File: src/rtl/ssd_mux_decoder_if.sv
// Bus between a seven-segment display driver and the loopback decoder.
// master drives the display pins and ready; slave is the decoder.
interface ssd_mux_decoder_if;
    logic [6:0] ssd_anode;
    logic       ssd_cathode;
    logic [7:0] value;
    logic       value_valid;
    logic       value_ready;
    logic       decode_err;
    logic       overrun;
    logic       stale;

    modport master (
        output ssd_anode, ssd_cathode, value_ready,
        input  value, value_valid, decode_err, overrun, stale
    );
    modport slave (
        input  ssd_anode, ssd_cathode, value_ready,
        output value, value_valid, decode_err, overrun, stale
    );
endinterface

File: src/rtl/ssd_mux_decoder.sv
// Decodes a 2-digit multiplexed seven-segment bus back into a hex byte.
// Each digit is captured once after its pattern settles; frames go out on valid/ready.
module ssd_mux_decoder #(
    parameter int STABLE_CYCLES  = 4,
    parameter int TIMEOUT_CYCLES = 1024
) (
    input logic CLK,
    input logic RST,
    ssd_mux_decoder_if.slave bus
);
    localparam int CW = $clog2(STABLE_CYCLES + 1);
    localparam int TW = $clog2(TIMEOUT_CYCLES + 1);

    typedef enum logic [1:0] {SETTLE, CAPTURE, HOLD} state_t;

    // {legal, nibble}
    function automatic logic [4:0] glyph_decode(input logic [6:0] pat);
        case (pat)
            7'h3F: glyph_decode = 5'h10;
            7'h06: glyph_decode = 5'h11;
            7'h5B: glyph_decode = 5'h12;
            7'h4F: glyph_decode = 5'h13;
            7'h66: glyph_decode = 5'h14;
            7'h6D: glyph_decode = 5'h15;
            7'h7D: glyph_decode = 5'h16;
            7'h07: glyph_decode = 5'h17;
            7'h7F: glyph_decode = 5'h18;
            7'h6F: glyph_decode = 5'h19;
            7'h77: glyph_decode = 5'h1A;
            7'h7C: glyph_decode = 5'h1B;
            7'h39: glyph_decode = 5'h1C;
            7'h5E: glyph_decode = 5'h1D;
            7'h79: glyph_decode = 5'h1E;
            7'h71: glyph_decode = 5'h1F;
            default: glyph_decode = 5'h00;
        endcase
    endfunction

    state_t        state;
    logic [7:0]    s, s_prev;
    logic [CW-1:0] settle_cnt;
    logic [TW-1:0] edge_cnt;
    logic [3:0]    lo_slot, hi_slot;
    logic          have_lo, have_hi;

    logic       change, cath_edge, frame_done, accept, capture_ok, capture_bad;
    logic [4:0] dec;

    always_comb begin
        change      = (s != s_prev);
        cath_edge   = s[7] ^ s_prev[7];
        dec         = glyph_decode(s[6:0]);
        frame_done  = have_lo & have_hi;
        accept      = bus.value_valid & bus.value_ready;
        // a pattern that moves during the capture cycle is abandoned, not decoded
        capture_ok  = (state == CAPTURE) && !change && dec[4];
        capture_bad = (state == CAPTURE) && !change && !dec[4];
    end

    always_ff @(posedge CLK) begin
        if (RST) begin
            state           <= SETTLE;
            s               <= '0;
            s_prev          <= '0;
            settle_cnt      <= '0;
            edge_cnt        <= '0;
            lo_slot         <= '0;
            hi_slot         <= '0;
            have_lo         <= 1'b0;
            have_hi         <= 1'b0;
            bus.value       <= '0;
            bus.value_valid <= 1'b0;
            bus.decode_err  <= 1'b0;
            bus.overrun     <= 1'b0;
            bus.stale       <= 1'b0;
        end else begin
            s      <= {bus.ssd_cathode, bus.ssd_anode};
            s_prev <= s;

            if (change)
                settle_cnt <= '0;
            else if (settle_cnt != CW'(STABLE_CYCLES))
                settle_cnt <= settle_cnt + 1'b1;

            case (state)
                SETTLE:  if (!change && settle_cnt == CW'(STABLE_CYCLES - 1)) state <= CAPTURE;
                CAPTURE: state <= change ? SETTLE : HOLD;
                HOLD:    if (change) state <= SETTLE;
                default: state <= SETTLE;
            endcase

            bus.decode_err <= capture_bad;
            bus.overrun    <= 1'b0;

            if (accept)
                bus.value_valid <= 1'b0;

            if (frame_done) begin
                have_lo <= 1'b0;
                have_hi <= 1'b0;
                if (!bus.value_valid || accept) begin
                    bus.value       <= {hi_slot, lo_slot};
                    bus.value_valid <= 1'b1;
                end else begin
                    bus.overrun <= 1'b1;
                end
            end

            // a bus that stops multiplexing cannot finish a frame; drop partial digits
            if (cath_edge) begin
                edge_cnt  <= '0;
                bus.stale <= 1'b0;
            end else if (edge_cnt != TW'(TIMEOUT_CYCLES)) begin
                edge_cnt <= edge_cnt + 1'b1;
                if (edge_cnt == TW'(TIMEOUT_CYCLES - 1)) begin
                    bus.stale <= 1'b1;
                    have_lo   <= 1'b0;
                    have_hi   <= 1'b0;
                end
            end

            if (capture_ok) begin
                if (s[7]) begin
                    hi_slot <= dec[3:0];
                    have_hi <= 1'b1;
                end else begin
                    lo_slot <= dec[3:0];
                    have_lo <= 1'b1;
                end
            end
        end
    end
endmodule

File: src/flat_wrapper.sv
// flat-port wrapper written by rule: the top's interface ports become plain ports
module ssd_mux_decoder_flat 
#(
    parameter int STABLE_CYCLES  = 4,
    parameter int TIMEOUT_CYCLES = 1024
)
  (CLK, RST, bus_ssd_anode, bus_ssd_cathode, bus_value_ready, bus_value, bus_value_valid, bus_decode_err, bus_overrun, bus_stale);
  ssd_mux_decoder_if bus_i ();
  input logic CLK;
  input logic RST;
  input wire logic [$bits(bus_i.ssd_anode)-1:0] bus_ssd_anode;
  input wire logic [$bits(bus_i.ssd_cathode)-1:0] bus_ssd_cathode;
  input wire logic [$bits(bus_i.value_ready)-1:0] bus_value_ready;
  output wire logic [$bits(bus_i.value)-1:0] bus_value;
  output wire logic [$bits(bus_i.value_valid)-1:0] bus_value_valid;
  output wire logic [$bits(bus_i.decode_err)-1:0] bus_decode_err;
  output wire logic [$bits(bus_i.overrun)-1:0] bus_overrun;
  output wire logic [$bits(bus_i.stale)-1:0] bus_stale;
  assign bus_i.ssd_anode = bus_ssd_anode;
  assign bus_i.ssd_cathode = bus_ssd_cathode;
  assign bus_i.value_ready = bus_value_ready;
  assign bus_value = bus_i.value;
  assign bus_value_valid = bus_i.value_valid;
  assign bus_decode_err = bus_i.decode_err;
  assign bus_overrun = bus_i.overrun;
  assign bus_stale = bus_i.stale;
  ssd_mux_decoder #(.STABLE_CYCLES(STABLE_CYCLES), .TIMEOUT_CYCLES(TIMEOUT_CYCLES)) u_core (.CLK(CLK), .RST(RST), .bus(bus_i));
endmodule
File: config.mk
export PLATFORM = sky130hd
export DESIGN_NAME = ssd_mux_decoder_flat
export DESIGN_NICKNAME = d
export VERILOG_FILES = /design/src/rtl/ssd_mux_decoder_if.sv /design/src/rtl/ssd_mux_decoder.sv /design/src/flat_wrapper.sv
export SDC_FILE = /design/constraint.sdc
export NUM_CORES = 1
export LEC_CHECK = 0
export BUFFER_PORTS_ARGS = -buffer_cell sky130_fd_sc_hd__buf_4
export CORE_ASPECT_RATIO = 0.8
export CORE_UTILIZATION = 30
export CTS_CLUSTER_SIZE = 28
export DETAILED_ROUTE_END_ITERATION = 8
export PLACE_DENSITY_LB_ADDON = 0.05
export SLEW_MARGIN = 20
export SYNTH_ARGS = -nofsm -noshare
export SYNTH_HDL_FRONTEND = slang
export SYNTH_SLANG_ARGS = --single-unit
File: constraint.sdc
create_clock -name CLK -period 2.5 [get_ports CLK]
set_input_delay 0.125 -clock CLK [delete_from_list [all_inputs] [get_ports CLK]]
set_output_delay 0.125 -clock CLK [all_outputs]
set_load 0.005 [all_outputs]
==> results of run 1 <==
area by class of cell:
| cell class | instances | area (um^2) |
|---|---|---|
| Timing Repair Buffer | 23 | 173 |
| Clock buffer | 6 | 72.6 |
| Sequential cell | 54 | 1080 |
| Tap cell | 105 | 131 |
| Clock inverter | 1 | 7.51 |
| Multi-Input combinational cell | 187 | 1260 |
| Inverter | 6 | 22.5 |
| Fill cell | 794 | 4850 |
synth_stat cells (all sizes together), types with 3 or more instances:
| cell type | number | area [um^2] |
|---|---|---|
| nor2b | 19 | 119 |
| nor2 | 30 | 113 |
| nor4 | 4 | 55.1 |
| ha | 5 | 62.6 |
| and3 | 3 | 18.8 |
| nand3b | 3 | 22.5 |
| nand2 | 14 | 52.6 |
| a31oi | 3 | 18.8 |
| or3 | 3 | 18.8 |
| a21oi | 16 | 80.1 |
| buf | 8 | 50.0 |
| inv | 6 | 22.5 |
| xnor2 | 9 | 78.8 |
| nand3 | 14 | 70.1 |
| mux2i | 12 | 120 |
| nand2b | 4 | 25.0 |
| nor3 | 4 | 20.0 |
| dfxtp | 54 | 1080 |
| xor2 | 8 | 70.1 |
| nand4 | 3 | 25.0 |
| clkbuf | 4 | 15.0 |
logic make-up (layout without fill, tap and decap cells):
group | count (synthesis) | after routing | synth area share [%]
XOR/XNOR | 17 | 17 | 6.13
AO/OA/AOI/OAI | 34 | 34 | 9.06
multiplexers | 13 | 13 | 5.41
buffers and inverters | 18 | 36 | 3.60
flip-flops | 54 | 54 | 44.5
adder cells (fa/ha/maj) | 5 | 5 | 2.57
AND/OR/NAND/NOR | 118 | 118 | 28.7
per-layer routing:
| layer | GRT usage, % | share of wire [%] |
|---|---|---|
| met1 | 18.6 | 55 |
| met2 | 16.7 | 40 |
| met3 | 2.78 | 4.1 |
| met4 | 4.29 | 1.4 |
| met5 | 0 | 0 |
critical path, stage by stage (launching register included):
cell	delay, ns
dfxtp_1	0.57
or3b_2	0.49
o32ai_1	0.26
nor4_4	0.16
and2_4	0.21
o31ai_2	0.19
state kept, by name (all words and copies together) (netlist names), 2 cells and up:
signal and cells:
u_core.edge_cnt 11, u_core.bus.value 8, u_core.s 8, u_core.s_prev 8
u_core.hi_slot 4, u_core.lo_slot 4, u_core.settle_cnt 3, u_core.state 2
worst paths after layout:
check | start | endpoint | slack, ns
setup / recovery | u_core.s[1]$_SDFF_PP0_ | u_core.have_lo$_SDFF_PP0_ | 0.55
hold / removal | bus_ssd_anode[6] | u_core.s[6]$_SDFF_PP0_ | 0.02
setup reg to reg | u_core.s[1]$_SDFF_PP0_ | u_core.have_lo$_SDFF_PP0_ | 0.55
hold reg to reg | u_core.state[0]$_SDFFE_PP0P_ | u_core.state[0]$_SDFFE_PP0P_ | 0.47
where the power goes:
part | internal [mW] | switching [mW]
registers | 0.882 | 0.0327
clock network | 0.193 | 0.282
logic | 0.0486 | 0.0505
total | 1.12 | 0.365
stage by stage:
stage / util, % / power [mW] / worst slack [ns] / hold WS, ns
after global routing: 36.2 / 1.57 / 0.378 / 0.0126
after global placement: 35.1 / 1.04 / 0.514 / 0.336
after floorplan: - / 1.01 / 0.849 / 0.253
after CTS: 36.2 / 1.52 / 0.533 / 0.0118
after detailed placement: 35.1 / 1.04 / 0.554 / 0.339
final: 36.2 / 1.49 / 0.550 / 0.0240
==> metrics.txt, run 1 <==
worst skew pair latency 0.31 ns; max_cap viols 0; via/cell ratio 4.63; post-synth design cell area 2430 um^2; Gate Count Post-Synth 259; Setup CP Type reg -> reg; Post-synth top flop dfxtp_1; slew margin rel. 58.6%; placed insts 375; die width 103 um; Slew Limit Fails 0; grt total ovfl 0; detail-routed net length per standard cell 12.4 um; largest net degree at the start of global routing 38; TritonCTS Sinks 54; RSZ-0062 raised after global routing false; CTS root buffer clkbuf_8; CP Launch Type register; CTS Hold Bufs 0; worst r2r path cells 5; hold path depth 2; DRC viols 0; clk buf depth 2; final non-filler cell total 382; worst min path class in -> reg; vias in the first global route 1,533; detailed placer's ending HPWL 3.27 mm; Post-DRT Antenna Nets 0; crit path max fanout 13; Vias 1,769; YS warnings 0; layout cell share with drive strength beyond 1 14.1%; Final setup viols 0; PortBufs 22; Total Routed Length 4.75 mm; syn avg cell area 9.38 um^2; sequential-to-total area share from yosys stat 44.5%; Starting DRT DRC Count 56; num ports 23; number of enable flip-flop cells after synthesis 0; GP Congestion 0.820; nets 293; row cnt 28; flops & latches, synth 54; Clock Skew 0.00633 ns; Worst EP arrival 2.18 ns; final hold vios 0; Die Area 8470 um^2; commonest non-fill, non-tap cell in the layout dfxtp_1; H-tree depth 2; min Tclk post-route 1.95 ns; Setup Buffers After CTS 0; library cells used by synthesis 52; Power Dens Cells 541 nW/um^2; TritonCTS Buffers 5; Async S/R FF share, synth 0%; P&R area growth vs syn 13.1%; initial antenna violation count 0; worst-margin pin slew 0.621 ns; Syn Nets 275; Resize count post-CTS 0; CTS tree built; global-route wire length before repair 8.02 mm; die height 82.5 um; Core Region 7600 um^2; Placed Area 2670 um^2; leakage 1.04 nW; highest-count cells in the layout ignoring fill and taps 54 x dfxtp_1, 30 x nor2_1, 23 x buf_4; achievable clock frequency 513 MHz; Final Cycle Share 78.0%; setup tns final 0 ns; worst vdd ir 0.000201 V; starting density of the core 32.0%; CP endpoint kind register; Ant. Diodes 0; Reg clk slew, reported paths 0.10 ns; post-route cell area 2750 um^2; status finished clean; detailed-router iteration count before antenna repair 4; GRT Overall Usage 12.3%; Worst EP required 2.73 ns
(Power assumes the default switching activity.)
==> run 2, diff against run 1 <==
- clock period: 2.5 -> 1.7 ns (I/O delays scaled with it)
==> metrics.txt, run 2 (synthesis gave the netlist of run 1 again) <==
status finished, violations left; worst vdd ir 0.000346 V; highest-count cells in the layout ignoring fill and taps 58 x buf_4, 47 x dfxtp_1, 30 x nor2_1; layout cell share with drive strength beyond 1 28.3%; P&R area growth vs syn 32.1%; post-route cell area 3210 um^2; commonest non-fill, non-tap cell in the layout buf_4; worst min path class in -> reg; grt total ovfl 0; overall power 2.36 mW; Register Area 1100 um^2; Core Region 7600 um^2; GP Congestion 0.800; largest net degree at the start of global routing 28; CTS root buffer clkbuf_8; CP Launch Type register; die width 103 um; leakage 1.29 nW; max reg flops 11; Post-DRT Antenna Nets 0; starting density of the core 32.0%; Final setup viols 8; multi-input combinational cell area 1320 um^2; die height 82.5 um; final non-filler cell total 427; H-tree depth 2; Final WS setup -0.0740 ns; setup tns final -0.317 ns; via/cell ratio 4.47; min Tclk post-route 1.77 ns; crit path max fanout 10; clk buf depth 2; CTS tree built; CP endpoint kind register; RSZ-0062 raised after global routing true; GRT Overall Usage 13.2%; worst skew pair latency 0.30 ns; Slew Limit Fails 0; num ports 23; TritonCTS Buffers 5; register name with the most flops u_core.edge_cnt; row cnt 28; final hold slack 0.0517 ns; Die Area 8470 um^2; max_cap viols 0; Total Routed Length 5.11 mm; placed insts 403; Ant. Diodes 0; Worst EP arrival 2.02 ns; TritonCTS Sinks 54; detailed-router iteration count before antenna repair 4; DRC viols 0; Reg clk slew, reported paths 0.10 ns; detail-routed net length per standard cell 12.0 um; initial antenna violation count 0; failing checks setup timing; fillers 733; achievable clock frequency 564 MHz; Power Dens Cells 735 nW/um^2; final hold vios 0; nets 337; worst-margin pin slew 0.473 ns; Final Cycle Share 104%; Starting DRT DRC Count 54; PortBufs 22; Setup CP Type reg -> reg; global-route wire length before repair 8.58 mm; Worst EP required 1.94 ns; Vias 1,909; Clock Skew 0.00597 ns; detailed placer's ending HPWL 3.62 mm; Placed Area 2880 um^2; slew margin rel. 68.2%; vias in the first global route 1,735
==> run 2: path summary, 6_finish.rpt <==
| check | from | to | slack (ns) | depth (start not counted) |
|---|---|---|---|---|
| worst max-delay path | u_core.s[3]$_SDFF_PP0_ | u_core.lo_slot[2]$_SDFFE_PP0P_ | -0.07 | 6 |
| worst min-delay path | RST | u_core.s_prev[1]$_SDFF_PP0_ | 0.05 | 2 |
| worst max register to register | u_core.s[3]$_SDFF_PP0_ | u_core.lo_slot[2]$_SDFFE_PP0P_ | -0.07 | 6 |
| worst min register to register | u_core.hi_slot[0]$_SDFFE_PP0P_ | u_core.hi_slot[0]$_SDFFE_PP0P_ | 0.47 | 2 |
==> run 2: repair_timing <==
action / 4_1_cts / 5_1_grt
hold buffers: 8 / 0
setup buffers: 5 / 4
gates resized for setup: 21 / 4
endpoints found under the setup margin: 12 / 15
pin swaps: 4 / 1
endpoints found under the hold margin: 8 / 0
==> run 2: cell type report <==
cell class	instances	share of cell area, %
multi-input cells	187	41.2
clock buffers	7	3.00
clock inverters	1	0.273
repair buffers	67	16.4
inverters	6	0.701
well taps	105	4.09
flip-flops and latches	54	34.3
==> run 2: critical path: stages, from the launching register on <==
cell     delay, ns
dfxtp_4       0.39
or4b_1        0.53
a21oi_2       0.22
nor4_4        0.08
buf_4         0.16
or2_0         0.21
a21oi_1       0.13
==> run 2: layer usage <==
layer / up-vias / share of wire (%) / track usage, % / routed length [um]
met4: 0 / 0.82 / 3.43 / 42
li1: 1023 / - / - / -
met5: - / 0 / 0 / 0
met3: 5 / 2.7 / 2.78 / 140
met1: 855 / 56 / 19.8 / 2870
met2: 26 / 40 / 18.9 / 2060
==> run 2: through the flow <==
stage          utilization, %  worst slack [ns]
2_1_floorplan               -            0.0494
3_3_place_gp             37.9            -0.161
3_5_place_dp             37.9            -0.181
4_1_cts                  41.5           -0.0716
5_1_grt                  42.2            -0.127
6_report                 42.2           -0.0740
==> run 2: power by group <==
group          total (mW)  switching (mW)  internal, mW
clock network       0.793           0.419         0.374
registers            1.33          0.0345          1.29
logic               0.238           0.107         0.131
total                2.36           0.560          1.80
==> run 3, diff against run 2 <==
- CORE_UTILIZATION: 30 -> 49
==> metrics.txt, run 3 (synthesis gave the netlist of run 1 again) <==
TritonCTS Sinks 54; CTS root buffer clkbuf_8; min-delay src bus_ssd_anode[4]; worst min path class in -> reg; num ports 23; worst skew pair latency 0.30 ns; via/cell ratio 5.23; RSZ-0062 raised after global routing true; Vias 1,967; largest net degree at the start of global routing 20; final hold vios 1; initial antenna violation count 0; Worst EP required 1.93 ns; Clock Skew 0.0109 ns; vias in the first global route 1,792; worst vdd ir 0.000619 V; most crowded layer after global routing met2; achievable clock frequency 575 MHz; Final setup viols 2; Core Region 4680 um^2; max_cap viols 0; final hold slack -0.00299 ns; Ant. Diodes 0; detailed-router iteration count before antenna repair 4; Setup CP Type reg -> reg; worst-margin pin slew 0.448 ns; post-route cell area 3230 um^2; slew margin rel. 69.9%; Slew Limit Fails 0; highest-count cells in the layout ignoring fill and taps 55 x buf_4, 48 x dfxtp_1, 29 x nor2_1; detail-routed net length per standard cell 13.2 um; CP endpoint kind register; max reg flops 11; commonest non-fill, non-tap cell in the layout buf_4; status finished, violations left; Worst EP arrival 1.97 ns; failing checks hold timing, setup timing; grt total ovfl 0; Worst R2R Setup Slack -0.04 ns; Total Routed Length 4.96 mm; CTS tree built; Power Dens Cells 729 nW/um^2; die width 80.7 um; GP Congestion 0.778; clk buf depth 2; row cnt 22; Worst R2R End u_core.bus.decode_err$_SDFF_PP0_; nets 331; register name with the most flops u_core.edge_cnt; worst r2r path cells 6; min Tclk post-route 1.74 ns; TritonCTS Buffers 5; hold path depth 2; die height 65.0 um; FF-to-FF Start u_core.s[1]$_SDFF_PP0_; met2 Use GR 31.1%; Post-DRT Antenna Nets 0; layout cell share with drive strength beyond 1 32.6%; Final Core Density 69.1%; leakage 1.27 nW; overall power 2.36 mW; Die Area 5250 um^2; Final WS setup -0.0404 ns; crit path max fanout 8; P&R area growth vs syn 33.1%; Final Cycle Share 102%; hold endpoint u_core.s[4]$_SDFF_PP0_; GRT Overall Usage 20.5%; Starting DRT DRC Count 76; global-route wire length before repair 8.28 mm; GR Util met1 29.1%; PortBufs 22; Placed Area 2770 um^2; H-tree depth 2; starting density of the core 51.9%; met3 usage 4.65%; Reg clk slew, reported paths 0.09 ns; detailed placer's ending HPWL 3.28 mm; CP Launch Type register; DRC viols 0
## run 3: cell types whose count changed in the layout (fill, tap and decap cells not counted), moves of 2 or more
cell,previous run,this run
nand3_1,14,11
o21ai_0,2,0
a21oi_4,0,2
dlygate4sd3_1,8,4
buf_4,58,55
a21oi_1,13,10
and4_4,0,2
o21ai_1,0,2
nand3_2,0,3
## run 3: routing by layer
metal	share of wire [%]	vias up
met5	0	-
met4	1.0	0
met3	2.7	7
met2	44	28
met1	52	918
li1	-	1014
## run 3: where the power goes
| group | total [mW] | switching, mW | internal [mW] |
|---|---|---|---|
| Combinational | 0.246 | 0.115 | 0.131 |
| Clock | 0.778 | 0.404 | 0.374 |
| Sequential | 1.33 | 0.0386 | 1.29 |
| Total | 2.36 | 0.558 | 1.80 |
## run 3: worst max-delay path: stages (launching register included)
cell	delay, ns
dfxtp_4	0.37
buf_6	0.12
and2_4	0.14
and4_4	0.15
nor4_4	0.47
and2_4	0.26
nor3b_4	0.17
## run 3: stage by stage
step                setup slack, ns  cells  setup TNS (ns)
global placement             -0.112    351          -0.753
CTS                         -0.0428    369          -0.208
detailed placement           -0.136    351          -0.969
finish                      -0.0404    376         -0.0691
floorplan                    0.0494    259               0
global route                 -0.132    376          -0.923
## run 3: what timing repair did
item	CTS	global route
hold endpoints to repair	4	0
pin swaps	13	16
hold buffers	4	0
endpoints found under the setup margin	11	16
buffers inserted	6	7
cloned	0	0
gates resized for setup	19	30
## run 3: worst max path at each step
stage / start / end / slack (ns) / cells past startpoint
after global placement: u_core.s[0]$_SDFF_PP0_ / u_core.have_lo$_SDFF_PP0_ / -0.11 / 5
after detailed placement: u_core.s[3]$_SDFF_PP0_ / u_core.have_lo$_SDFF_PP0_ / -0.14 / 5
after CTS: u_core.s[0]$_SDFF_PP0_ / u_core.lo_slot[2]$_SDFFE_PP0P_ / -0.04 / 7
final: u_core.s[1]$_SDFF_PP0_ / u_core.bus.decode_err$_SDFF_PP0_ / -0.04 / 6
after global routing: u_core.s[4]$_SDFF_PP0_ / u_core.bus.decode_err$_SDFF_PP0_ / -0.13 / 6
after floorplan: u_core.s[1]$_SDFF_PP0_ / u_core.have_lo$_SDFF_PP0_ / 0.05 / 6
## run 3: cell type report
cell class	instances	area, um^2
clock buffer	7	96.3
clock inverter	1	8.76
fill	377	1450
inverter	6	22.5
multi-input combinational	187	1460
sequential	54	1100
tap	60	75.1
timing repair buffer	61	475
